==> config.mk <==
export PLATFORM = sky130hd
export DESIGN_NAME = mc_ctrl
export DESIGN_NICKNAME = d
export VERILOG_FILES = /design/src/rtl/mc_pkg.sv /design/src/rtl/mc_alu_dec.sv /design/src/rtl/mc_ctrl.sv
export SDC_FILE = /design/constraint.sdc
export NUM_CORES = 1
export LEC_CHECK = 0
export ABC_AREA = 0
export BUFFER_PORTS_ARGS = -buffer_cell sky130_fd_sc_hd__buf_2
export CORE_MARGIN = 1.5
export CORE_UTILIZATION = 40
export CTS_CLUSTER_SIZE = 24
export DETAILED_ROUTE_END_ITERATION = 10
export MAX_ROUTING_LAYER = met4
export PLACE_DENSITY = 0.82
export SETUP_SLACK_MARGIN = 0.5
export SLEW_MARGIN = 10
export SYNTH_ARGS = -nofsm -noshare
export SYNTH_HDL_FRONTEND = slang
export SYNTH_SLANG_ARGS = --single-unit
==> constraint.sdc <==
create_clock -name clk -period 2 [get_ports clk]
set_input_delay 0.4 -clock clk [delete_from_list [all_inputs] [get_ports clk]]
set_output_delay 0.4 -clock clk [all_outputs]
set_load 0.01 [all_outputs]
==> src/rtl/mc_pkg.sv <==
// Shared encodings for the multi-cycle MIPS-subset controller: FSM states, opcode/funct
// values, ALUctr codes and datapath select codes.
package mc_pkg;

    typedef enum logic [3:0] {
        S_FETCH   = 4'd0,
        S_DECODE  = 4'd1,
        S_EXE_R   = 4'd2,
        S_WB_R    = 4'd3,
        S_EXE_I   = 4'd4,
        S_WB_I    = 4'd5,
        S_MEM_ADR = 4'd6,
        S_MEM_RD  = 4'd7,
        S_WB_LW   = 4'd8,
        S_MEM_WR  = 4'd9,
        S_BRANCH  = 4'd10,
        S_JUMP    = 4'd11
    } state_t;

    localparam logic [5:0] OP_RTYPE = 6'b000000;
    localparam logic [5:0] OP_ORI   = 6'b001101;
    localparam logic [5:0] OP_LW    = 6'b100011;
    localparam logic [5:0] OP_SW    = 6'b101011;
    localparam logic [5:0] OP_BEQ   = 6'b000100;
    localparam logic [5:0] OP_J     = 6'b000010;

    localparam logic [5:0] FN_ADDU  = 6'b100001;
    localparam logic [5:0] FN_SUBU  = 6'b100011;
    localparam logic [5:0] FN_SLTU  = 6'b101011;

    localparam logic [2:0] ALU_ADD  = 3'b000;
    localparam logic [2:0] ALU_OR   = 3'b010;
    localparam logic [2:0] ALU_SUB  = 3'b100;
    localparam logic [2:0] ALU_SLTU = 3'b110;

    localparam logic [1:0] SRCB_RT      = 2'b00;
    localparam logic [1:0] SRCB_FOUR    = 2'b01;
    localparam logic [1:0] SRCB_IMM     = 2'b10;
    localparam logic [1:0] SRCB_IMM_SH2 = 2'b11;

    localparam logic [1:0] PCSRC_ALU    = 2'b00;
    localparam logic [1:0] PCSRC_ALUOUT = 2'b01;
    localparam logic [1:0] PCSRC_JUMP   = 2'b10;

endpackage

==> src/rtl/mc_alu_dec.sv <==
// R-type funct decoder: ALU operation plus a legality flag.
// Macro MC_CTRL_SLTU_EN adds sltu as a legal funct.
module mc_alu_dec
    import mc_pkg::*;
(
    input  logic [5:0] funct,
    output logic [2:0] aluctr,
    output logic       legal
);

    always_comb begin
        aluctr = ALU_ADD;
        legal  = 1'b0;
        case (funct)
            FN_ADDU: begin
                aluctr = ALU_ADD;
                legal  = 1'b1;
            end
            FN_SUBU: begin
                aluctr = ALU_SUB;
                legal  = 1'b1;
            end
`ifdef MC_CTRL_SLTU_EN
            FN_SLTU: begin
                aluctr = ALU_SLTU;
                legal  = 1'b1;
            end
`endif
            default: begin
                aluctr = ALU_ADD;
                legal  = 1'b0;
            end
        endcase
    end

endmodule

==> src/rtl/mc_ctrl.sv <==
// Multi-cycle control FSM for the MIPS-subset CPU. Optional sltu support via the
// MC_CTRL_SLTU_EN macro (handled in mc_alu_dec).
module mc_ctrl
    import mc_pkg::*;
(
    input  logic       clk,
    input  logic       reset,
    input  logic [5:0] op,
    input  logic [5:0] funct,
    input  logic       zero,
    input  logic       mem_rdy,
    output logic       PCWr,
    output logic       IRWr,
    output logic       RegWr,
    output logic       MemRd,
    output logic       MemWr,
    output logic       RegDst,
    output logic       MemtoReg,
    output logic       ExtOp,
    output logic       ALUSrcA,
    output logic [1:0] ALUSrcB,
    output logic [1:0] PCSrc,
    output logic [2:0] ALUctr,
    output logic       instr_done,
    output logic       illegal,
    output logic [3:0] dbg_state
);

    state_t     state;
    logic [2:0] r_aluctr;
    logic       r_legal;

    mc_alu_dec u_alu_dec (
        .funct  (funct),
        .aluctr (r_aluctr),
        .legal  (r_legal)
    );

    assign dbg_state = state;

    // Memory handshake: MemRd/MemWr is held constant while the FSM sits in a request
    // state; the access completes on the first cycle mem_rdy=1, and mem_rdy is ignored
    // in every other state.
    always_ff @(posedge clk) begin
        if (reset) begin
            state <= S_FETCH;
        end else begin
            case (state)
                S_FETCH:   state <= mem_rdy ? S_DECODE : S_FETCH;
                S_DECODE: begin
                    case (op)
                        OP_RTYPE: state <= r_legal ? S_EXE_R : S_FETCH;
                        OP_ORI:   state <= S_EXE_I;
                        OP_LW:    state <= S_MEM_ADR;
                        OP_SW:    state <= S_MEM_ADR;
                        OP_BEQ:   state <= S_BRANCH;
                        OP_J:     state <= S_JUMP;
                        default:  state <= S_FETCH;
                    endcase
                end
                S_EXE_R:   state <= S_WB_R;
                S_EXE_I:   state <= S_WB_I;
                S_MEM_ADR: state <= (op == OP_LW) ? S_MEM_RD : S_MEM_WR;
                S_MEM_RD:  state <= mem_rdy ? S_WB_LW : S_MEM_RD;
                S_MEM_WR:  state <= mem_rdy ? S_FETCH : S_MEM_WR;
                default:   state <= S_FETCH;
            endcase
        end
    end

    always_comb begin
        PCWr       = 1'b0;
        IRWr       = 1'b0;
        RegWr      = 1'b0;
        MemRd      = 1'b0;
        MemWr      = 1'b0;
        RegDst     = 1'b0;
        MemtoReg   = 1'b0;
        ExtOp      = 1'b0;
        ALUSrcA    = 1'b0;
        ALUSrcB    = SRCB_RT;
        PCSrc      = PCSRC_ALU;
        ALUctr     = ALU_ADD;
        instr_done = 1'b0;
        illegal    = 1'b0;
        case (state)
            S_FETCH: begin
                MemRd   = 1'b1;
                ALUSrcB = SRCB_FOUR;
                IRWr    = mem_rdy;
                PCWr    = mem_rdy;
            end
            S_DECODE: begin
                ALUSrcB = SRCB_IMM_SH2;
                ExtOp   = 1'b1;
                case (op)
                    OP_RTYPE:                        illegal = ~r_legal;
                    OP_ORI, OP_LW, OP_SW, OP_BEQ, OP_J: illegal = 1'b0;
                    default:                         illegal = 1'b1;
                endcase
            end
            S_EXE_R: begin
                ALUSrcA = 1'b1;
                ALUctr  = r_aluctr;
            end
            S_WB_R: begin
                RegWr      = 1'b1;
                RegDst     = 1'b1;
                instr_done = 1'b1;
            end
            S_EXE_I: begin
                ALUSrcA = 1'b1;
                ALUSrcB = SRCB_IMM;
                ALUctr  = ALU_OR;
            end
            S_WB_I, S_WB_LW: begin
                RegWr      = 1'b1;
                MemtoReg   = (state == S_WB_LW);
                instr_done = 1'b1;
            end
            S_MEM_ADR: begin
                ALUSrcA = 1'b1;
                ALUSrcB = SRCB_IMM;
                ExtOp   = 1'b1;
            end
            S_MEM_RD: MemRd = 1'b1;
            S_MEM_WR: begin
                MemWr      = 1'b1;
                instr_done = mem_rdy;
            end
            S_BRANCH: begin
                ALUSrcA    = 1'b1;
                ALUctr     = ALU_SUB;
                PCSrc      = PCSRC_ALUOUT;
                PCWr       = zero;
                instr_done = 1'b1;
            end
            S_JUMP: begin
                PCSrc      = PCSRC_JUMP;
                PCWr       = 1'b1;
                instr_done = 1'b1;
            end
            default: begin
                PCWr = 1'b0;
            end
        endcase
        // Reset forces every control line low so an aborted instruction writes nothing.
        if (reset) begin
            PCWr       = 1'b0;
            IRWr       = 1'b0;
            RegWr      = 1'b0;
            MemRd      = 1'b0;
            MemWr      = 1'b0;
            RegDst     = 1'b0;
            MemtoReg   = 1'b0;
            ExtOp      = 1'b0;
            ALUSrcA    = 1'b0;
            ALUSrcB    = SRCB_RT;
            PCSrc      = PCSRC_ALU;
            ALUctr     = ALU_ADD;
            instr_done = 1'b0;
            illegal    = 1'b0;
        end
    end

endmodule

# Word level (Yosys, flattened, before mapping)
# Index checks and enable logic that the tools add are counted.
# totals
regBits	4
output_inout_bits	22
# classes
n_eq_ne	18
n_mux	38
n_bitwise	1
n_reduce_logical	12
# ops
op	count
4-bit one-hot mux with 7 select lines	1
6-bit equality test, second input constant	4
1-bit 2-to-1 mux	22
4-bit one-hot mux with 5 select lines	1
4-bit by 3-bit equality test with 1-bit output, second input constant	4
4-bit equality test, second input constant	4
4-bit 2-to-1 mux	3
2-bit OR reduction	6
5-bit OR reduction	2
3-bit one-hot mux with 3 select lines	1
4-bit by 2-bit equality test with 1-bit output, second input constant	2
6-bit by 2-bit equality test with 1-bit output, second input constant	1
6-bit by 3-bit equality test with 1-bit output, second input constant	1
6-bit by 4-bit equality test with 1-bit output, second input constant	1
6-bit zero test	1
2-bit 2-to-1 mux	3
3-bit 2-to-1 mux	2
2-bit one-hot mux with 3 select lines	1
4-bit by 1-bit equality test with 1-bit output, second input constant	1
4-bit zero test	1
1-bit one-hot mux with 2 select lines	2
2-bit one-hot mux with 2 select lines	1
4-bit OR reduction	1
1-bit one-hot mux with 3 select lines	1
other kinds (2)	2

# Logic depth before layout (Yosys ltp)
# Gate-level depths: netlist of the first run.
# depth
word_depth	7
mapped_depth	5

# Hierarchy
# From an unflattened synthesis of the first run, not the netlist that was laid out.
# hier_totals
cells_unflattened	103
hier_area_um2	664.4
# by_module_without_submodules
mod	instances	cells_each	area_each_um2
mc_ctrl	1	96	610.6
mc_alu_dec	1	7	53.8

# Least setup slack after synthesis of the first run
# Ideal clock, no wire load.
# synth_path
path_type	reg-to-output
from	reg state[1] (netlist: dbg_state[1])
to	out ALUSrcA
arrival_ps	1465
required_ps	1600
path_slack_ps	135
stages_incl_launch_ff	4
path_buffers	1
path_cell_list	dfxtp_1 -> clkbuf_1 -> nor2_1 -> a2111oi_0
# synth_between
elab_chain_len	4
# synth_lines
item	line	text
start: declaration	mc_ctrl.sv:29	state_t state;
start signal: assignment	mc_ctrl.sv:49	S_FETCH: state <= mem_rdy ? S_DECODE : S_FETCH;
start signal: assignment	mc_ctrl.sv:52	OP_RTYPE: state <= r_legal ? S_EXE_R : S_FETCH;
start signal: assignment	mc_ctrl.sv:63	S_MEM_ADR: state <= (op == OP_LW) ? S_MEM_RD : S_MEM_WR;
4-bit equality test, or another cell as far along	mc_ctrl.sv:86	case (state)
4-bit OR reduction (no source line) *	--	
1-bit 2-to-1 mux *	mc_ctrl.sv:86	
1-bit 2-to-1 mux *	mc_ctrl.sv:148	if (reset) begin
end: declaration	mc_ctrl.sv:20	output logic ALUSrcA,
# Mark *: on every way between the ends. The rest lies on a longest branch, timed or not.

# Final worst setup path of the first run
# layout_path
from	in op[0]
to	out illegal
# layout_between
elab_chain_len	5
# layout_lines
item	line	text
start: declaration	mc_ctrl.sv:8	input logic [5:0] op,
6-bit equality test, or another cell as far along	mc_ctrl.sv:96	case (op)
5-bit OR reduction	mc_ctrl.sv:96	
1-bit one-hot mux with 2 select lines *	mc_ctrl.sv:96	
1-bit 2-to-1 mux *	mc_ctrl.sv:86	
1-bit 2-to-1 mux *	mc_ctrl.sv:148	
end: declaration	mc_ctrl.sv:25	output logic illegal,
# Marked as above.

==> results by group, run 1 <==
Timing
  • Hold WS: 527 ps
  • Summed negative setup slack over all endpoints: 0 ps
  • Clock period minus final worst setup slack: 1880 ps
  • Fmax: 0.532 GHz
  • Unrepaired setup endpoints after global routing: yes
  • Worst-case clock skew: 0.783 ps
  • Final critical-path share of the clock period: 94.0%
  • Final setup vio count: 0
  • Final-report hold violation count: 0
  • Final count of pins violating max slew: 0

Final layout
  • Post-route standard cell area excluding fillers: 1310 sq um
  • Largest register FFs: 4
  • Final antenna diode count: 0
  • Share of cells above drive strength 1: 65.3%
  • Area added between synthesis and finish: 99.4%
  • Number of nets in the final layout: 168

Synth
  • Number of synthesis warnings: 0
  • Register bit total from synthesis: 4
  • Number of distinct library cells after synthesis: 44
  • Post-synthesis net count: 112
  • Sequential cell area fraction in the yosys report: 12.2%
  • Synthesized instance count: 96
  • FFs w/ async S/R, synth: 0%
  • Avg Synthesized Cell Area: 6.86 sq um
  • Total standard cell area after synthesis: 658 sq um
  • Count of flip-flops with a built-in enable after synthesis: 0
  • Flip-flop cell with the highest count after synthesis: sky130_fd_sc_hd__dfxtp_1

Worst setup path
  • Top cell family by delay on the critical path: simple AND/OR/NAND/NOR gates
  • CP max stage delay: 550 ps
  • Worst-path cell with the longest stage delay: sky130_fd_sc_hd__or4_4
  • Endpoint required time on the critical path: 1600 ps
  • Critical path capture point type: output pin
  • Maximum fanout along the worst path: 2
  • Cells traversed along the worst timing path: buf_6 > or4_4 > a211oi_4 > nor4_4 > buf_2
  • Crit path launch type: primary input
  • Count of buffering cells on the critical path with inverters included: 2
  • Path type of the worst setup path: in2out
  • Worst endpoint data arrival time: 1480 ps

Outcome
  • Outcome: completed

Clock tree
  • Insertion delay to the later sink of the worst-skew pair: 240 ps
  • Number of clock buffers inserted by TritonCTS: 3
  • Clock-pin slew of the registers on the worst-case setup and hold paths: 40 ps
  • Root buffer cell: sky130_fd_sc_hd__clkbuf_4
  • Post-CTS Hold Buffers: 0
  • CTS tree: yes
  • CTS sink cnt: 4
  • Number of buffers on the longest clock path: 2
  • Number of H-tree levels: 1

Routing
  • Antenna Nets Post-Route: 0
  • Routed Wire Length: 3.41 mm
  • Initial detailed-routing violation count: 32
  • First-pass iteration count of the detailed router: 5
  • Total via count after detailed routing: 1091
  • Count of unresolved DRC violations after routing: 0
  • Per-cell via count in the routed design: 6.57
  • WL per Instance: 20.5 um

Power
  • Power per unit of standard cell area: 260 nW/um^2
  • Share of power burned in registers: 24.5%
  • Max IR drop VDD: 149 uV
  • Leakage power: 0.000538 uW
  • Clock network fraction of total power: 30.2%
  • Net switching power: 122 uW
  • Net switching fraction of the power: 35.7%
  • Internal cell power: 220 uW
  • Combinational share of power: 45.4%

GRT
  • Number of global-route vias before repair: 951
  • Largest net degree at the start of global routing: 15
  • Overall global routing resource usage: 33.1%
  • Global route total overflow: 0
  • Global-route wire length before repair: 4.58 mm
  • Number of antenna violations at the first check in global routing: 0

Die
  • Die W: 43.6 um
  • Full die area: 1900 sq um
  • Y dimension of the die: 43.6 um
  • # IOs: 38
  • Starting utilization of the core area: 43.2%
  • Std-Cell Core Area: 1520 sq um
  • Placement Rows: 14

Place
  • Number of buffers inserted by port buffering: 36
  • Placement-stage cell area: 955 sq um
  • Final HPWL DP: 1.53 mm
  • Routability Congestion: 0.801

Flow run
  • Max Cap Violations: 0

Min path
  • Type of the worst min-delay path: reg2reg
cells in the final DEF (no fill, tap or decap), types with 3 or more instances in the layout:
| master | n |
|---|---|
| sky130_fd_sc_hd__a21oi_2 | 3 |
| sky130_fd_sc_hd__buf_2 | 34 |
| sky130_fd_sc_hd__buf_4 | 12 |
| sky130_fd_sc_hd__buf_6 | 12 |
| sky130_fd_sc_hd__clkbuf_4 | 3 |
| sky130_fd_sc_hd__dfxtp_4 | 4 |
| sky130_fd_sc_hd__nand2_1 | 4 |
| sky130_fd_sc_hd__nand2b_1 | 6 |
| sky130_fd_sc_hd__nor2_1 | 8 |
| sky130_fd_sc_hd__nor3_1 | 3 |
| sky130_fd_sc_hd__nor4_2 | 4 |
metal layers:
| layer | up-vias | part of all wire [%] | GRT usage (%) |
|---|---|---|---|
| li1 | 477 | - | - |
| met1 | 522 | 40 | 42.1 |
| met5 | - | 0 | - |
| met4 | 0 | 4.9 | 14.5 |
| met2 | 73 | 48 | 51.2 |
| met3 | 19 | 7.1 | 5.42 |
per-stage QoR:
stage | instances | total power (uW) | utilization (%) | setup slack [ps]
6_report | 166 | 341 | 86.1 | 119
5_1_grt | 166 | 356 | 86.1 | 80.8
4_1_cts | 163 | 310 | 78.7 | 124
3_5_place_dp | 142 | 193 | 62.6 | 93.0
3_3_place_gp | 142 | 190 | 62.6 | 117
2_1_floorplan | 96 | 155 | - | 375
power groups by stage:
stage / Clock, uW / Sequential [uW] / Combinational, uW
global route: 109 / 83.8 / 163
detailed placement: 0 / 89.6 / 103
finish: 103 / 83.5 / 155
floorplan: 0 / 87.3 / 67.7
CTS: 102 / 81.9 / 127
global placement: 0 / 89.5 / 100
cell families (layout without fill, tap and decap cells):
kind of cell    count (synthesis)  in the layout  synth area share, %
xor+xnor                        1              1                 1.33
simple gates                   52             52                 46.4
other cells                     1              1                0.570
flops                           4              4                 12.2
mux                             2              2                 3.04
compound gates                 25             25                 28.3
buf+inv                        11             65                 8.17
layout make-up:
| cell class | count | area, sq um |
|---|---|---|
| clock buffers | 3 | 22.5 |
| fillers | 81 | 211 |
| inverters | 1 | 3.75 |
| multi-input cells | 81 | 716 |
| flip-flops and latches | 4 | 95.1 |
| well taps | 16 | 20.0 |
| repair buffers | 61 | 455 |
Yosys cell counts, types with 2 or more instances:
master                     count  area, sq um
sky130_fd_sc_hd__nor2b_1       4         25.0
sky130_fd_sc_hd__clkbuf_1      6         22.5
sky130_fd_sc_hd__mux2i_1       2         20.0
sky130_fd_sc_hd__o311ai_0      2         17.5
sky130_fd_sc_hd__a211oi_1      2         15.0
sky130_fd_sc_hd__or3_1         2         12.5
sky130_fd_sc_hd__a31oi_1       3         18.8
sky130_fd_sc_hd__nor2_1       10         37.5
sky130_fd_sc_hd__nor3_1        5         25.0
sky130_fd_sc_hd__nand2_1       5         18.8
sky130_fd_sc_hd__nand2b_1      7         43.8
sky130_fd_sc_hd__nand3b_1      2         15.0
sky130_fd_sc_hd__a21oi_1       4         20.0
sky130_fd_sc_hd__nor3b_1       3         22.5
sky130_fd_sc_hd__o21bai_1      2         15.0
sky130_fd_sc_hd__dfxtp_1       4         80.1
sky130_fd_sc_hd__nor4_1        6         37.5
worst reg2reg max path: stages (launching register included):
cell	delay, ps
sky130_fd_sc_hd__dfxtp_4	360
sky130_fd_sc_hd__or4b_4	570
sky130_fd_sc_hd__buf_6	150
sky130_fd_sc_hd__a2111o_1	300
sky130_fd_sc_hd__a31oi_1	160
path summary, 6_finish.rpt:
check,from,endpoint,slack [ps],cells past startpoint
max,op[0],illegal,120,5
min,dbg_state[3],dbg_state[2],530,1
min reg2reg,dbg_state[3],dbg_state[2],530,1
max reg2reg,dbg_state[1],dbg_state[1],370,4
repair_timing:
item,CTS,global route
cloned,0,1
pin swaps,5,5
endpoints found under the setup margin,18,21
resized for setup,23,15
buffers inserted,18,2
No activity file was read; power rests on OpenSTA's default activity.
==> inputs of run 2 (changes only) <==
--- a/config.mk
+++ b/config.mk
@@ -17,4 +17,5 @@
 export SLEW_MARGIN = 10
 export SYNTH_ARGS = -nofsm -noshare
 export SYNTH_HDL_FRONTEND = slang
+export SYNTH_HIERARCHICAL = 1
 export SYNTH_SLANG_ARGS = --single-unit
==> run 2 against run 1 <==
Net effect:
- setup slack lost 120 ps
- hold slack lost 23 ps
- maximum frequency shrank 5.9%
- clock skew grew 12 ps
- sequential cell count is the same
- critical path depth shrank 1
- area after synthesis grew 0.95%
==> results by group, run 2 <==
Synth
  • Number of distinct library cells after synthesis: 44
  • Post-synthesis xor/xnor area fraction: 2.64%
  • Library cell with the largest summed area after synthesis: sky130_fd_sc_hd__dfxtp_1
  • Combinational family with the most area after synthesis: simple AND/OR/NAND/NOR gates
  • Adder-cell share of the synthesized area: 0%
  • Compound-gate portion of the synthesized area: 27.3%
  • Post-synth top cells: sky130_fd_sc_hd__nor2_1 (13), sky130_fd_sc_hd__nor3_1 (9), sky130_fd_sc_hd__nand2_1 (7)
  • Count of flip-flops with a built-in enable after synthesis: 0
  • Area share of the largest cell type after synthesis: 12.1%
  • Largest cells by area after synthesis: sky130_fd_sc_hd__dfxtp_1 (12%), sky130_fd_sc_hd__nor2_1 (7.3%), sky130_fd_sc_hd__nor3_1 (6.8%)
  • Flip-flop cell with the highest count after synthesis: sky130_fd_sc_hd__dfxtp_1
  • Most common cell in the synthesized netlist: sky130_fd_sc_hd__nor2_1
  • Sequential cell area fraction in the yosys report: 12.1%
  • Register bit total from synthesis: 4
  • Share of cell area taken by muxes after synthesis: 0%
  • Simple-Gate Fraction of Synth Area: 47.8%
  • Number of synthesis warnings: 6
  • FFs w/ async S/R, synth: 0%
  • Synthesized instance count: 103
  • Avg Synthesized Cell Area: 6.45 sq um
  • Total standard cell area after synthesis: 664 sq um

Place
  • Number of buffers inserted by port buffering: 36
  • Cell count after placement: 156
  • Placement-stage worst setup slack: -73.0 ps
  • Routability Congestion: 0.831
  • Final HPWL DP: 1.60 mm

GRT
  • Largest net degree at the start of global routing: 12
  • Global route total overflow: 0
  • Overall global routing resource usage: 33.0%
  • Number of antenna violations at the first check in global routing: 0
  • Global-route wire length before repair: 4.66 mm
  • Number of global-route vias before repair: 1045

Timing
  • Final setup vio count: 0
  • Worst-case clock skew: 12.8 ps
  • Unrepaired setup endpoints after global routing: yes
  • Final count of pins violating max slew: 0
  • Fmax: 0.500 GHz
  • Post-layout worst setup margin: 1.70 ps
  • Hold WS: 504 ps
  • Clock period minus final worst setup slack: 2000 ps
  • Slew of the pin with the lowest slew margin: 491 ps
  • Final critical-path share of the clock period: 99.9%
  • Remaining max-slew budget at the tightest pin: 66.9%
  • Final-report hold violation count: 0

Clock tree
  • CTS tree: yes
  • Clock-pin slew of the registers on the worst-case setup and hold paths: 50 ps
  • Number of clock buffers inserted by TritonCTS: 3
  • Number of H-tree levels: 1
  • Root buffer cell: sky130_fd_sc_hd__clkbuf_4
  • Post-CTS Hold Buffers: 0
  • Insertion delay to the later sink of the worst-skew pair: 250 ps
  • CTS sink cnt: 4
  • Number of buffers on the longest clock path: 2

Routing
  • Total via count after detailed routing: 1248
  • Count of unresolved DRC violations after routing: 0
  • Per-cell via count in the routed design: 6.86
  • First-pass iteration count of the detailed router: 5
  • Antenna Nets Post-Route: 0
  • Routed Wire Length: 3.94 mm
  • WL per Instance: 21.7 um
  • Initial detailed-routing violation count: 89

Final layout
  • Fraction of the core area covered by cells at the end of the flow: 92.0%
  • Final cell count without fillers: 182
  • Most common cell after layout, fill and taps aside: sky130_fd_sc_hd__buf_2
  • Area added between synthesis and finish: 111%
  • Share of cells above drive strength 1: 66.9%
  • Final antenna diode count: 0
  • Largest register FFs: 4
  • Number of fill cells in the layout: 63
  • Top library cells by usage in the layout, fill and taps aside: sky130_fd_sc_hd__buf_2 (34), sky130_fd_sc_hd__buf_4 (18), sky130_fd_sc_hd__buf_6 (15)
  • Number of nets in the final layout: 184

Flow run
  • Max Cap Violations: 0

Power
  • Design Power: 402 uW
  • Max IR drop VDD: 406 uV
  • Power per unit of standard cell area: 287 nW/um^2
  • Leakage power: 0.000602 uW

Outcome
  • Outcome: completed

Worst setup path
  • Crit path launch type: flip-flop
  • Worst R2R Start: dbg_state[2]
  • Logic depth of the worst path, buffers included: 4
  • Top cell family by delay on the critical path: simple AND/OR/NAND/NOR gates
  • Worst endpoint data arrival time: 1600 ps
  • Endpoint required time on the critical path: 1600 ps
  • Worst-path cell with the longest stage delay: sky130_fd_sc_hd__or4_4
  • Maximum fanout along the worst path: 2
  • Register-to-Register Setup Slack: 160 ps
  • Critical path capture point type: output pin
  • Count of buffering cells on the critical path with inverters included: 1
  • Path type of the worst setup path: reg2out
  • CP max stage delay: 490 ps
  • Cells traversed along the worst timing path: or2_4 > or4_4 > nor3_4 > buf_2
  • Reg-to-Reg End: dbg_state[1]
  • Register-to-Register Path Depth: 6

Die
  • Placement Rows: 14
  • Full die area: 1910 sq um
  • Starting utilization of the core area: 43.6%
  • Die W: 43.8 um
  • # IOs: 38
  • Std-Cell Core Area: 1520 sq um
  • Y dimension of the die: 43.8 um

Min path
  • Type of the worst min-delay path: in2reg
  • Worst Hold Path EP: dbg_state[1]
  • Worst hold path stage count: 3
  • Launch instance of the worst min-delay path: op[4]
## run 2: cell count changes in the layout (fill, tap and decap cells not counted), sizes merged, moves of 2 or more
cell and delta:
nor2 +3, nor3b -3, nor2b -3, a21oi +2, or4 +2, nor4 -3
nand2 +2, o21ai +5, o311ai -2, buf +9, mux2i -2, o21bai -2
nor3 +5, nand2b -5
## run 2: per-layer routing
layer | track usage, % | vias up | part of all wire [%]
met5 | - | - | 0
met4 | 17.6 | 0 | 5.2
met3 | 6.67 | 31 | 12
met2 | 54.7 | 148 | 46
met1 | 36.6 | 560 | 36
li1 | - | 509 | -
## run 2: report_power, final
part           total, uW  switching (uW)  internal, uW
logic                204             111          93.5
clock network        110            41.9          67.7
registers           88.4            8.26          80.2
## run 2: cell families after synthesis
group           Yosys count
other cells               1
flops                     4
compound gates           27
xor+xnor                  2
simple gates             55
buf+inv                  14
## run 2: final cells by class
type                            instances  area [sq um]  share of cell area (%)
Clock buffer                            3          22.5                    1.61
Inverter                                3          16.3                    1.16
Multi-Input combinational cell         86           712                    50.8
Sequential cell                         4          95.1                    6.78
Tap cell                               16          20.0                    1.43
Timing Repair Buffer                   70           537                    38.3
## run 2: worst min-delay path, cell delays in order
cell,delay [ps]
sky130_fd_sc_hd__buf_2,100
sky130_fd_sc_hd__a221o_1,130
sky130_fd_sc_hd__a21boi_1,70
## run 2: per-stage QoR
stage | setup TNS, ps | instance area, sq um
floorplan | 0 | 751
global placement | 0 | 958
detailed placement | -73.0 | 958
CTS | 0 | 1270
global route | -46.4 | 1400
finish | 0 | 1400
## run 2: what timing repair did
item / CTS / global route
gates cloned: 1 / 0
setup buffers: 14 / 8
pin swaps: 11 / 6
gates resized for setup: 42 / 17
endpoints found under the setup margin: 21 / 22
## run 2: how the worst max path moves through the flow
stage	start	end	slack, ps
final	dbg_state[3]	illegal	2
after global routing	dbg_state[3]	illegal	-30
after CTS	dbg_state[3]	illegal	30
after detailed placement	op[0]	illegal	-70
after global placement	op[0]	illegal	30
after floorplan	dbg_state[3]	illegal	160
